<file path="src/rtl/buton_debounce_pkg.sv">
// ---------------------------------------------------------------------------
// buton_debounce_pkg
//   Shared definitions for the pedestrian push-button debouncer. The semafor
//   block imports the same package, so both agree on the debouncer state
//   encoding and on the default debounce depth.
//
//   Contents:
//     state_t             2-bit debouncer FSM state type
//     ST_*                FSM state encodings
//     STABLE_CYCLES_DEF   default number of equal samples to accept a level
//     CNT_W_DEF           default debounce counter width
//     isStable()          debounced level implied by an FSM state
// ---------------------------------------------------------------------------
package buton_debounce_pkg;

  typedef logic [1:0] state_t;

  localparam logic [1:0] ST_IDLE            = 2'd0;
  localparam logic [1:0] ST_CONFIRM_PRESS   = 2'd1;
  localparam logic [1:0] ST_PRESSED         = 2'd2;
  localparam logic [1:0] ST_CONFIRM_RELEASE = 2'd3;

  localparam int STABLE_CYCLES_DEF = 3;
  localparam int CNT_W_DEF         = 4;

  // The button counts as held from acceptance of a press until a release
  // has been fully confirmed, so the release-confirm state still reads 1.
  function automatic logic isStable(input state_t st);
    return (st == ST_PRESSED) || (st == ST_CONFIRM_RELEASE);
  endfunction

endpackage

</file>
<file path="src/rtl/buton_debounce_sync_2ff.sv">
// ---------------------------------------------------------------------------
// sync_2ff
//   Two-flop synchronizer bringing the asynchronous raw button into the clk
//   domain. Both stages clear to 0 in reset so an undriven button cannot
//   leak an unknown value downstream.
//
//   Ports:
//     clk    input   system clock, rising edge
//     rst_n  input   asynchronous active-low reset
//     d      input   asynchronous data in
//     q      output  synchronized data (second stage)
// ---------------------------------------------------------------------------
module sync_2ff (
  input  logic clk,
  input  logic rst_n,
  input  logic d,
  output logic q
);

  logic meta_q;
  logic sync_q;

  // The first stage may go metastable; only the second stage is exposed.
  always_ff @(posedge clk or negedge rst_n) begin
    if (!rst_n) begin
      meta_q <= 1'b0;
      sync_q <= 1'b0;
    end else begin
      meta_q <= d;
      sync_q <= meta_q;
    end
  end

  assign q = sync_q;

endmodule

</file>
<file path="src/rtl/buton_debounce.sv">
// ---------------------------------------------------------------------------
// buton_debounce
//   Debounces the pedestrian push-button and turns each accepted press into
//   a sticky request for the semafor block. A new level is accepted only
//   after STABLE_CYCLES consecutive equal synchronized samples.
//
//   Parameters:
//     STABLE_CYCLES  equal samples needed to accept a new level (1..15)
//     CNT_W          debounce counter width, 2**CNT_W > STABLE_CYCLES
//
//   Ports:
//     clk           input   system clock, rising edge
//     rst_n         input   asynchronous active-low reset
//     buton         input   raw asynchronous push-button
//     cerere_ack    input   one-cycle acknowledge from semafor
//     buton_stabil  output  debounced button level
//     apasare       output  one-cycle pulse per accepted press
//     cerere        output  sticky pedestrian request to semafor
// ---------------------------------------------------------------------------
module buton_debounce
  import buton_debounce_pkg::*;
#(
  parameter int STABLE_CYCLES = STABLE_CYCLES_DEF,
  parameter int CNT_W         = CNT_W_DEF
) (
  input  logic clk,
  input  logic rst_n,
  input  logic buton,
  input  logic cerere_ack,
  output logic buton_stabil,
  output logic apasare,
  output logic cerere
);

  localparam logic [CNT_W-1:0] CntOne  = CNT_W'(1);
  localparam logic [CNT_W-1:0] CntLast = CNT_W'(STABLE_CYCLES - 1);
  // With a depth of one the first differing sample already accepts the
  // level, so the confirm states are bypassed and the counter stays at 0.
  localparam bit SingleSample = (STABLE_CYCLES == 1);

  logic             sync;
  state_t           state_q, state_d;
  logic [CNT_W-1:0] cnt_q, cnt_d;
  logic             stabil_q, stabil_d;
  logic             apasare_q, apasare_d;
  logic             cerere_q, cerere_d;

  sync_2ff u_sync (
    .clk   (clk),
    .rst_n (rst_n),
    .d     (buton),
    .q     (sync)
  );

  // Debounce FSM. The counter holds how many equal samples of the candidate
  // level have been seen; reaching the last count on another equal sample
  // accepts the level, so it never passes STABLE_CYCLES-1 and cannot wrap.
  always_comb begin
    state_d   = state_q;
    cnt_d     = cnt_q;
    apasare_d = 1'b0;
    case (state_q)
      ST_IDLE: begin
        if (sync) begin
          if (SingleSample) begin
            state_d   = ST_PRESSED;
            cnt_d     = '0;
            apasare_d = 1'b1;
          end else begin
            state_d = ST_CONFIRM_PRESS;
            cnt_d   = CntOne;
          end
        end else begin
          cnt_d = '0;
        end
      end
      ST_CONFIRM_PRESS: begin
        if (sync) begin
          if (cnt_q >= CntLast) begin
            state_d   = ST_PRESSED;
            cnt_d     = '0;
            apasare_d = 1'b1;
          end else begin
            cnt_d = cnt_q + CntOne;
          end
        end else begin
          state_d = ST_IDLE;
          cnt_d   = '0;
        end
      end
      ST_PRESSED: begin
        if (!sync) begin
          if (SingleSample) begin
            state_d = ST_IDLE;
            cnt_d   = '0;
          end else begin
            state_d = ST_CONFIRM_RELEASE;
            cnt_d   = CntOne;
          end
        end else begin
          cnt_d = '0;
        end
      end
      ST_CONFIRM_RELEASE: begin
        if (!sync) begin
          if (cnt_q >= CntLast) begin
            state_d = ST_IDLE;
            cnt_d   = '0;
          end else begin
            cnt_d = cnt_q + CntOne;
          end
        end else begin
          state_d = ST_PRESSED;
          cnt_d   = '0;
        end
      end
      default: begin
        state_d = ST_IDLE;
        cnt_d   = '0;
      end
    endcase
  end

  // The debounced level is decoded from the next state so it is registered
  // in step with the FSM. A press that coincides with an acknowledge keeps
  // the request set: a fresh press must not be lost.
  always_comb begin
    stabil_d = isStable(state_d);
    cerere_d = apasare_q | (cerere_q & ~cerere_ack);
  end

  always_ff @(posedge clk or negedge rst_n) begin
    if (!rst_n) begin
      state_q   <= ST_IDLE;
      cnt_q     <= '0;
      stabil_q  <= 1'b0;
      apasare_q <= 1'b0;
      cerere_q  <= 1'b0;
    end else begin
      state_q   <= state_d;
      cnt_q     <= cnt_d;
      stabil_q  <= stabil_d;
      apasare_q <= apasare_d;
      cerere_q  <= cerere_d;
    end
  end

  assign buton_stabil = stabil_q;
  assign apasare      = apasare_q;
  assign cerere       = cerere_q;

endmodule

</file>
<file path="config.mk">
export PLATFORM = sky130hd
export DESIGN_NAME = buton_debounce
export DESIGN_NICKNAME = d
export VERILOG_FILES = /design/src/rtl/buton_debounce_pkg.sv /design/src/rtl/buton_debounce_sync_2ff.sv /design/src/rtl/buton_debounce.sv
export SDC_FILE = /design/constraint.sdc
export NUM_CORES = 1
export LEC_CHECK = 0
export BUFFER_PORTS_ARGS = -buffer_cell sky130_fd_sc_hd__buf_2
export CORE_AREA = 4 4 41 43
export CTS_CLUSTER_SIZE = 28
export DETAILED_ROUTE_END_ITERATION = 12
export DIE_AREA = 0 0 45 47
export PLACE_DENSITY_LB_ADDON = 0.25
export SLEW_MARGIN = 30
export SYNTH_ARGS = -nofsm -noshare
export SYNTH_HDL_FRONTEND = slang
export SYNTH_SLANG_ARGS = --single-unit
</file>
<file path="constraint.sdc">
create_clock -name clk -period 2.2 [get_ports clk]
set_clock_uncertainty 0.2 [all_clocks]
set_input_delay 0 -clock clk [delete_from_list [all_inputs] [get_ports clk]]
set_output_delay 0 -clock clk [all_outputs]
set_load 0.05 [all_outputs]
</file>
**After elaboration in Yosys (flattened, before gate mapping)**

Index checks and enable logic that the tools add are counted.

- Bits in registers: 11
- Bits in latches: 0
- Memory bits (writable): 0
- Bits in read-only memories: 0
- Bits of input ports: 4
- Output and inout bits: 3
- Logic and storage cells: 35
- Memories kept: 0

- Add/subtract/negate cells: 1
- $mul: 0
- Divide/modulo/power cells: 0
- Order comparisons: 1
- Eq/ne operators: 5
- Shifts and indexed selects: 0
- Mux-type cells: 16
- Bitwise logic cells: 3
- Reductions and logical operators: 2

Operators by type and width:

| cell | number |
|---|---|
| $pmux W4 S4 | 1 |
| $mux W2 | 6 |
| $mux W4 | 3 |
| $eq A2 B2 Y1 const B | 4 |
| $pmux W2 S4 | 1 |
| $mux W1 | 5 |
| $add A4 B1 Y4 const B | 1 |
| $ge A4 B2 Y1 const B | 1 |
| $eq A2 B1 Y1 const B | 1 |
| $logic_not A2 Y1 | 1 |
| $and A1 B1 Y1 | 1 |
| $logic_or A1 B1 Y1 | 1 |
| $not A1 Y1 | 1 |
| $or A1 B1 Y1 | 1 |

**Logic depth before layout (Yosys ltp)**

Gate-level depths: netlist (run 1).

- Depth after elaboration: 6
- Gate-level depth with buffers: 5
- Gate-level depth less buffers: 5

**Modules after synthesis**

From an unflattened synthesis (run 1), not the netlist that was laid out.

- Cells, all modules: 29
- Area total of the unflattened synthesis: 384.1 µm²

Modules (own cells, without submodules):

| module | instances | cells each | area an instance (µm²) | seq. area each (µm²) |
|---|---|---|---|---|
| buton_debounce | 1 | 27 | 334.1 | 200.2 |
| sync_2ff | 1 | 2 | 50.0 | 50.0 |

**Worst setup path after synthesis (run 1)**

Ideal clock, no wire load.

- Path kind: reg2reg
- Start: register cnt_q[1]
- End: register stabil_q, in the netlist buton_stabil
- Library setup time: 125 ps
- Data arrival time: 1,492 ps
- Required time: 1,875 ps
- Path slack: 383 ps
- Cell stages (with the launch flop): 5
- Path buffers: 0
- Period minus slack after synthesis: 1,817 ps
- Path through: dfrtp_1 ha_1 or4_4 nand2_2 mux2_4

- Word-level cells in the longest chain between the ends: 6
- Elaborated cells on any way between the ends: 9
- Classes of those cells: order compare: 1; eq/ne: 2; mux: 5; reduce/logical: 1

Ends and longest elaborated chain:

| item | RTL line | text |
|---|---|---|
| from (decl) | buton_debounce.sv:43 | `logic [CNT_W-1:0] cnt_q, cnt_d;` |
| from (signal assigned) | buton_debounce.sv:141 | `cnt_q <= cnt_d;` |
| $ge A4 B2 Y1 (*) | buton_debounce.sv:79, buton_debounce.sv:106 |  |
| $mux W2 (on tied branches) | buton_debounce.sv:106, buton_debounce.sv:79 |  |
| $mux W2 (on tied branches) | buton_debounce.sv:105, buton_debounce.sv:78 |  |
| $pmux W2 S4 (*) | buton_debounce.sv:62 | `case (state_q)` |
| $eq A2 B2 Y1 | buton_debounce_pkg.sv:29 | `return (st == ST_PRESSED) \|\| (st == ST_CONFIRM_RELEASE);` |
| $logic_or A1 B1 Y1 (*) | buton_debounce_pkg.sv:29 |  |
| named net stabil_d | buton_debounce.sv:44 | `logic stabil_q, stabil_d;` |
| to (signal assigned) | buton_debounce.sv:142 | `stabil_q <= stabil_d;` |
| to (decl) | buton_debounce.sv:44 |  |

The timed path passes the listed nets; every way through them passes the cells marked *.

**Final worst setup path (run 1)**

- Start: register cnt_q[0]
- End: register stabil_q, in the netlist buton_stabil

The elaborated chain is that of the path after synthesis.

==> Implementation_results.wiki, run 1 <==
{| class="wikitable"
! Metric !! Value
|-
| Highest ir drop seen on vdd || 0.500 mV
|-
| Count of maximum capacitance violations || 0
|-
| Crit path kind || reg -> reg
|-
| Count of mapped cells out of synthesis || 29
|-
| Post-CTS setup repair buffer count || 0
|-
| Post-detailed-placement cell area || 433 sq um
|-
| Largest net degree at the start of global routing || 11
|-
| Number of nets in the synthesized netlist || 35
|-
| Via-per-instance ratio || 4.42
|-
| Class of the worst hold path || reg -> reg
|-
| Proportion of layout cells with a drive suffix above 1 || 31.0%
|-
| Peak per-stage delay on the critical path || 0.54 ns
|-
| Per-instance average area after synthesis || 13.2 sq um
|-
| CTS max path bufs || 2
|-
| Maximum net fanout on the critical path || 3
|-
| Post-route cell area || 495 sq um
|-
| Detailed-route wire length per cell || 11.6 microns
|-
| Number of buffer and inverter stages on the critical path || 1
|-
| Placeable core area || 1300 sq um
|-
| Run status || complete, no violations
|-
| Fraction of power consumed by sequential logic || 46.5%
|-
| Overall die height || 47 microns
|-
| Latest clock arrival within the worst-skew pair || 0.26 ns
|-
| Initial antenna violation count || 0
|-
| Final worst path period share || 85.8%
|-
| # DRC || 0
|-
| Slowest cell on crit path || sky130_fd_sc_hd__or4_4
|-
| Post-CTS clock slew at the launch and capture registers of the worst setup and hold paths || 0.06 ns
|-
| TritonCTS Buffers || 3
|-
| Core Util, Final || 38.1%
|-
| Clock tree from TritonCTS || yes
|-
| CP cell instances || inv_1 -> ha_1 -> or4_4 -> nand2_2 -> mux2_4
|-
| RSZ-0062 raised after global routing || false
|-
| Sequential fraction of the synthesis area || 65.1%
|-
| Final Routed Wirelength || 661 microns
|-
| Critical path capture point type || flip-flop
|-
| Worst endpoint required time || 2.14 ns
|-
| Synth area leaders || sky130_fd_sc_hd__dfrtp_1 (65%), sky130_fd_sc_hd__ha_1 (6.5%), sky130_fd_sc_hd__mux2_4 (3.9%)
|-
| Achievable frequency || 530 MHz
|-
| Switching pwr || 0.000204 W
|-
| Type of element launching the critical path || flip-flop
|-
| Vias in the first global route || 256
|-
| Global-route wire length before repair || 1020 microns
|-
| Int Pwr || 0.000361 W
|-
| Row count || 13
|-
| Number of pins exceeding their max-slew limit in the final report || 0
|-
| Power Density || 1140 nW/um^2
|-
| Die outline width || 45 microns
|-
| Count of nets left with antenna violations after detail routing || 0
|-
| Clk root buf || sky130_fd_sc_hd__clkbuf_4
|-
| Fin nets || 50
|-
| Initial Util || 29.5%
|-
| # resized after CTS || 0
|-
| All-layer global routing usage || 7.44%
|-
| Top-Level Pins || 7
|-
| Cell area after technology mapping || 384 sq um
|-
| Number of library cell types mapped by synthesis || 16
|-
| Area of the die || 2120 sq um
|-
| # H-tree levels || 1
|-
| Leakage power || 0.258 nW
|-
| Hold buffer count at CTS || 4
|-
| Post-synth top area share || 65.1%
|-
| Number of iterations in the first detailed-routing pass || 4
|-
| Port buffer count || 6
|-
| Starting DRT DRC Count || 1
|-
| Overall via count from detail_route || 252
|-
| Count of endpoints failing setup in the final report || 0
|-
| Synthesis-to-layout area growth || 29.0%
|-
| Combinational Power Share || 32.8%
|-
| Worst hold slack || 0.149 ns
|-
| Filler instances || 139
|-
| Clock group share of total power || 20.7%
|-
| Largest delay contributor family on the critical path || simple AND/OR/NAND/NOR gates
|-
| Final hold violation count || 0
|-
| RD Place Congestion || 0.789
|-
| Post-synth top area cell || sky130_fd_sc_hd__dfrtp_1
|-
| Number of synthesized register bits || 10
|-
| Grt ovf || 0
|-
| Sw frac || 36.1%
|-
| Number of warnings reported in the yosys synthesis log || 0
|-
| Diode count || 0
|-
| Setup TNS || 0 ns
|-
| Final min period || 1.89 ns
|-
| Sinks on Clock Net || 10
|-
| Crit path DAT || 1.83 ns
|}
power groups by stage:
stage	Clock (W)	Combinational, W	Sequential (W)
2_1_floorplan	0	0.0000806	0.000318
3_3_place_gp	0	0.000177	0.000261
3_5_place_dp	0	0.000181	0.000267
4_1_cts	0.000123	0.000188	0.000263
5_1_grt	0.000132	0.000198	0.000266
6_report	0.000117	0.000185	0.000262
worst paths after layout:
| check | from | end | slack, ns | cells after the start |
|---|---|---|---|---|
| worst max-delay path | cnt_q[0] | buton_stabil | 0.31 | 5 |
| worst min-delay path | u_sync.meta_q | u_sync.q | 0.15 | 0 |
| worst max register to register | cnt_q[0] | buton_stabil | 0.31 | 5 |
| worst min register to register | u_sync.meta_q | u_sync.q | 0.15 | 0 |
| max in group asynchronous | rst_n | u_sync.q | 0.96 | 3 |
| min in group asynchronous | rst_n | cnt_q[0] | 0.54 | 3 |
cells by family after synthesis:
family / share of synthesized area, %
AO/OA/AOI/OAI: 3.26
adder cells (fa/ha/maj): 6.51
buffers and inverters: 2.93
AND/OR/NAND/NOR: 15.0
XOR/XNOR: 2.28
multiplexers: 3.91
flip-flops: 65.1
other: 0.976
metal layers:
layer / vias up / GRT usage (%) / part of all wire, %
met5: - / 0 / 0
met4: 0 / 3.51 / 1.7
met3: 2 / 4.60 / 8.8
met2: 10 / 13.6 / 53
met1: 120 / 6.37 / 36
li1: 120 / - / -
flip-flops by register name, summed over array words and instances (netlist names):
| register | cells |
|---|---|
| cnt_q | 4 |
| apasare | 1 |
| buton_stabil | 1 |
| cerere | 1 |
| state_q | 1 |
| u_sync.meta_q | 1 |
| u_sync.q | 1 |
cell usage after synthesis, drive strengths merged:
| library cell | instances |
|---|---|
| xor2 | 1 |
| or4 | 1 |
| conb | 1 |
| nand2 | 1 |
| inv | 3 |
| o21ai | 1 |
| nor3b | 1 |
| a21o | 1 |
| ha | 2 |
| nor4 | 1 |
| and2 | 2 |
| nand3 | 1 |
| dfrtp | 10 |
| nor2 | 2 |
| mux2 | 1 |
cell type report:
cell class                      instances  area (sq um)  share of cell area [%]
Sequential cell                        10           250                    50.5
Multi-Input combinational cell         16           123                    24.7
Timing Repair Buffer                   10          70.1                    14.1
Clock buffer                            3          22.5                    4.55
Tap cell                               15          18.8                    3.79
Inverter                                3          11.3                    2.27
layout by cell type (no fill, tap or decap):
cell type                       count
sky130_fd_sc_hd__nand2_2            1
sky130_fd_sc_hd__buf_2              6
sky130_fd_sc_hd__dfrtp_1           10
sky130_fd_sc_hd__inv_1              3
sky130_fd_sc_hd__a21o_1             1
sky130_fd_sc_hd__or4_4              1
sky130_fd_sc_hd__dlygate4sd3_1      4
sky130_fd_sc_hd__nor2_1             2
sky130_fd_sc_hd__ha_1               2
sky130_fd_sc_hd__mux2_4             1
sky130_fd_sc_hd__conb_1             1
sky130_fd_sc_hd__and2_1             1
sky130_fd_sc_hd__and2_2             1
sky130_fd_sc_hd__nor3b_1            1
sky130_fd_sc_hd__xor2_1             1
sky130_fd_sc_hd__o21ai_0            1
sky130_fd_sc_hd__clkbuf_4           3
sky130_fd_sc_hd__nor4_1             1
sky130_fd_sc_hd__nand3_1            1
through the flow:
stage / setup slack, ns / std cells / total power [W]
6_report: 0.313 / 57 / 0.000564
5_1_grt: 0.258 / 57 / 0.000597
4_1_cts: 0.308 / 57 / 0.000573
3_5_place_dp: 0.315 / 50 / 0.000448
3_3_place_gp: 0.353 / 50 / 0.000438
2_1_floorplan: 0.383 / 29 / 0.000398
(Power assumes the default switching activity.)
==> inputs of run 2 (changes only) <==
- BUFFER_PORTS_ARGS: -buffer_cell sky130_fd_sc_hd__buf_2 -> default
- DONT_BUFFER_PORTS: default -> 1
==> Implementation_results.wiki, run 2 (synthesized netlist as in run 1, its figures left out) <==
{| class="wikitable"
! Metric !! Value
|-
| Sw frac || 35.4%
|-
| Largest net degree at the start of global routing || 11
|-
| # H-tree levels || 1
|-
| Peak per-stage delay on the critical path || 0.54 ns
|-
| Switching pwr || 0.000210 W
|-
| Launch point of the worst path || cnt_q[0]
|-
| Port buffer count || 0
|-
| Final Routed Wirelength || 644 microns
|-
| Area of the die || 2120 sq um
|-
| Detailed placement HPWL || 454 microns
|-
| Clk root buf || sky130_fd_sc_hd__clkbuf_4
|-
| Grt ovf || 0
|-
| Clock group share of total power || 28.1%
|-
| Placeable core area || 1300 sq um
|-
| Overall die height || 47 microns
|-
| Crit path DAT || 1.85 ns
|-
| Starting DRT DRC Count || 2
|-
| Worst R2R Setup Slack || 0.31 ns
|-
| R2r endpoint || buton_stabil
|-
| Critical path capture point type || flip-flop
|-
| Leakage power || 0.238 nW
|-
| Post-detailed-placement cell area || 403 sq um
|-
| CTS max path bufs || 2
|-
| Top-Level Pins || 7
|-
| R2r worst-path depth || 5
|-
| Overall via count from detail_route || 227
|-
| Crit path capture || buton_stabil
|-
| Flip-flop count of the largest register after layout || 4
|-
| Commonest cells after routing, fill and taps aside || sky130_fd_sc_hd__dfrtp_1 (10), sky130_fd_sc_hd__dlygate4sd3_1 (4), sky130_fd_sc_hd__inv_1 (3), sky130_fd_sc_hd__clkbuf_4 (3)
|-
| Count of endpoints failing setup in the final report || 0
|-
| Die outline width || 45 microns
|-
| Final min period || 1.89 ns
|-
| Achievable frequency || 528 MHz
|-
| Sinks on Clock Net || 10
|-
| Run status || complete, no violations
|-
| Vias in the first global route || 273
|-
| Crit path kind || reg -> reg
|-
| Count of nets left with antenna violations after detail routing || 0
|-
| Synthesis-to-layout area growth || 24.8%
|-
| Proportion of layout cells with a drive suffix above 1 || 21.6%
|-
| Final hold violation count || 0
|-
| Power Density || 1240 nW/um^2
|-
| TritonCTS Buffers || 3
|-
| Initial antenna violation count || 0
|-
| Reg-to-reg critical path startpoint || cnt_q[0]
|-
| Post-route cell area || 479 sq um
|-
| Type of element launching the critical path || flip-flop
|-
| RSZ-0062 raised after global routing || false
|-
| Worst endpoint required time || 2.16 ns
|-
| All-layer global routing usage || 7.85%
|-
| Row count || 13
|-
| Biggest register || cnt_q
|-
| CP cell instances || inv_1 -> ha_1 -> or4_4 -> nand2_2 -> mux2_4
|-
| Combinational Power Share || 17.3%
|-
| Placed Cells || 44
|-
| Final worst path period share || 86.1%
|-
| Maximum net fanout on the critical path || 3
|-
| Class of the worst hold path || in -> reg
|-
| Non-Filler Instances || 52
|-
| RD Place Congestion || 0.672
|-
| Leading cell type in the layout, fill and taps excluded || sky130_fd_sc_hd__dfrtp_1
|-
| Diode count || 0
|-
| Latest clock arrival within the worst-skew pair || 0.27 ns
|-
| Clock tree from TritonCTS || yes
|-
| Initial Util || 29.5%
|-
| Max-slew headroom || 63.2%
|-
| Detailed-route wire length per cell || 12.4 microns
|-
| Slowest cell on crit path || sky130_fd_sc_hd__or4_4
|-
| Post-CTS clock slew at the launch and capture registers of the worst setup and hold paths || 0.07 ns
|-
| Int Pwr || 0.000384 W
|-
| Count of maximum capacitance violations || 0
|-
| Setup TNS || 0 ns
|-
| Number of pins exceeding their max-slew limit in the final report || 0
|-
| Highest ir drop seen on vdd || 0.339 mV
|-
| Slew @ Worst Pin || 0.553 ns
|-
| Fin nets || 44
|-
| # DRC || 0
|-
| Via-per-instance ratio || 4.37
|-
| Number of iterations in the first detailed-routing pass || 4
|-
| Global-route wire length before repair || 1080 microns
|-
| Fraction of power consumed by sequential logic || 54.6%
|}
-- run 2: cell count changes in the layout (fill, tap and decap cells not counted), sizes merged --
| cell | before | now |
|---|---|---|
| buf | 6 | 0 |
| clkbuf | 3 | 4 |
-- run 2: worst min-delay path by stage --
stage	start	to	slack, ns	depth (start not counted)
final	buton	u_sync.meta_q	0.09	1
after global routing	buton	u_sync.meta_q	0.08	1
after CTS	buton	u_sync.meta_q	0.07	1
after detailed placement	rst_n	u_sync.meta_q	-0.50	0
after global placement	rst_n	cnt_q[1]	-0.50	0
after floorplan	rst_n	apasare	-0.50	0
-- run 2: power by group through the flow --
stage          Clock, W  Sequential [W]  Combinational (W)
3_3_place_gp          0        0.000327          0.0000880
6_report       0.000167        0.000325           0.000103
3_5_place_dp          0        0.000328          0.0000950
5_1_grt        0.000185        0.000330           0.000115
2_1_floorplan         0        0.000318          0.0000806
4_1_cts        0.000172        0.000326           0.000104
-- run 2: per-stage QoR --
stage          worst slack, ns  total power (W)  utilization [%]  hold WS (ns)
3_3_place_gp             0.331         0.000415             31.0        -0.495
6_report                 0.305         0.000594             36.8        0.0932
4_1_cts                  0.292         0.000602             36.8        0.0734
3_5_place_dp             0.315         0.000423             31.0        -0.495
2_1_floorplan            0.383         0.000398                -        -0.496
5_1_grt                  0.243         0.000629             36.8        0.0787
-- run 2: worst max-delay path, delay by kind of cell, from the launching register on --
family	cells	cell delay [ns]
and+or+nand+nor	2	0.65
DFF	1	0.38
muxes	1	0.29
adders and majority gates	1	0.21
buffers and inverters	1	0.06
-- run 2: final cells by class --
cell class                      count  area (sq um)
Timing Repair Buffer                4          40.0
Sequential cell                    10           250
Inverter                            3          11.3
Multi-Input combinational cell     16           123
Tap cell                           15          18.8
Fill cell                         148           822
Clock buffer                        4          36.3
-- run 2: timing repair --
item	CTS	global route
setup buffers	0	0
gates resized for setup	0	0
hold buffers	4	0
endpoints found under the hold margin	12	0
-- run 2: layer usage --
layer / track usage (%) / share of wire, % / vias to the layer above / wire (microns)
met3: 5.75 / 10 / 0 / 65
met2: 13.3 / 51 / 11 / 326
met4: 3.51 / 0 / 0 / 0
met5: 0 / 0 / - / 0
li1: - / - / 107 / -
met1: 7.09 / 39 / 109 / 253
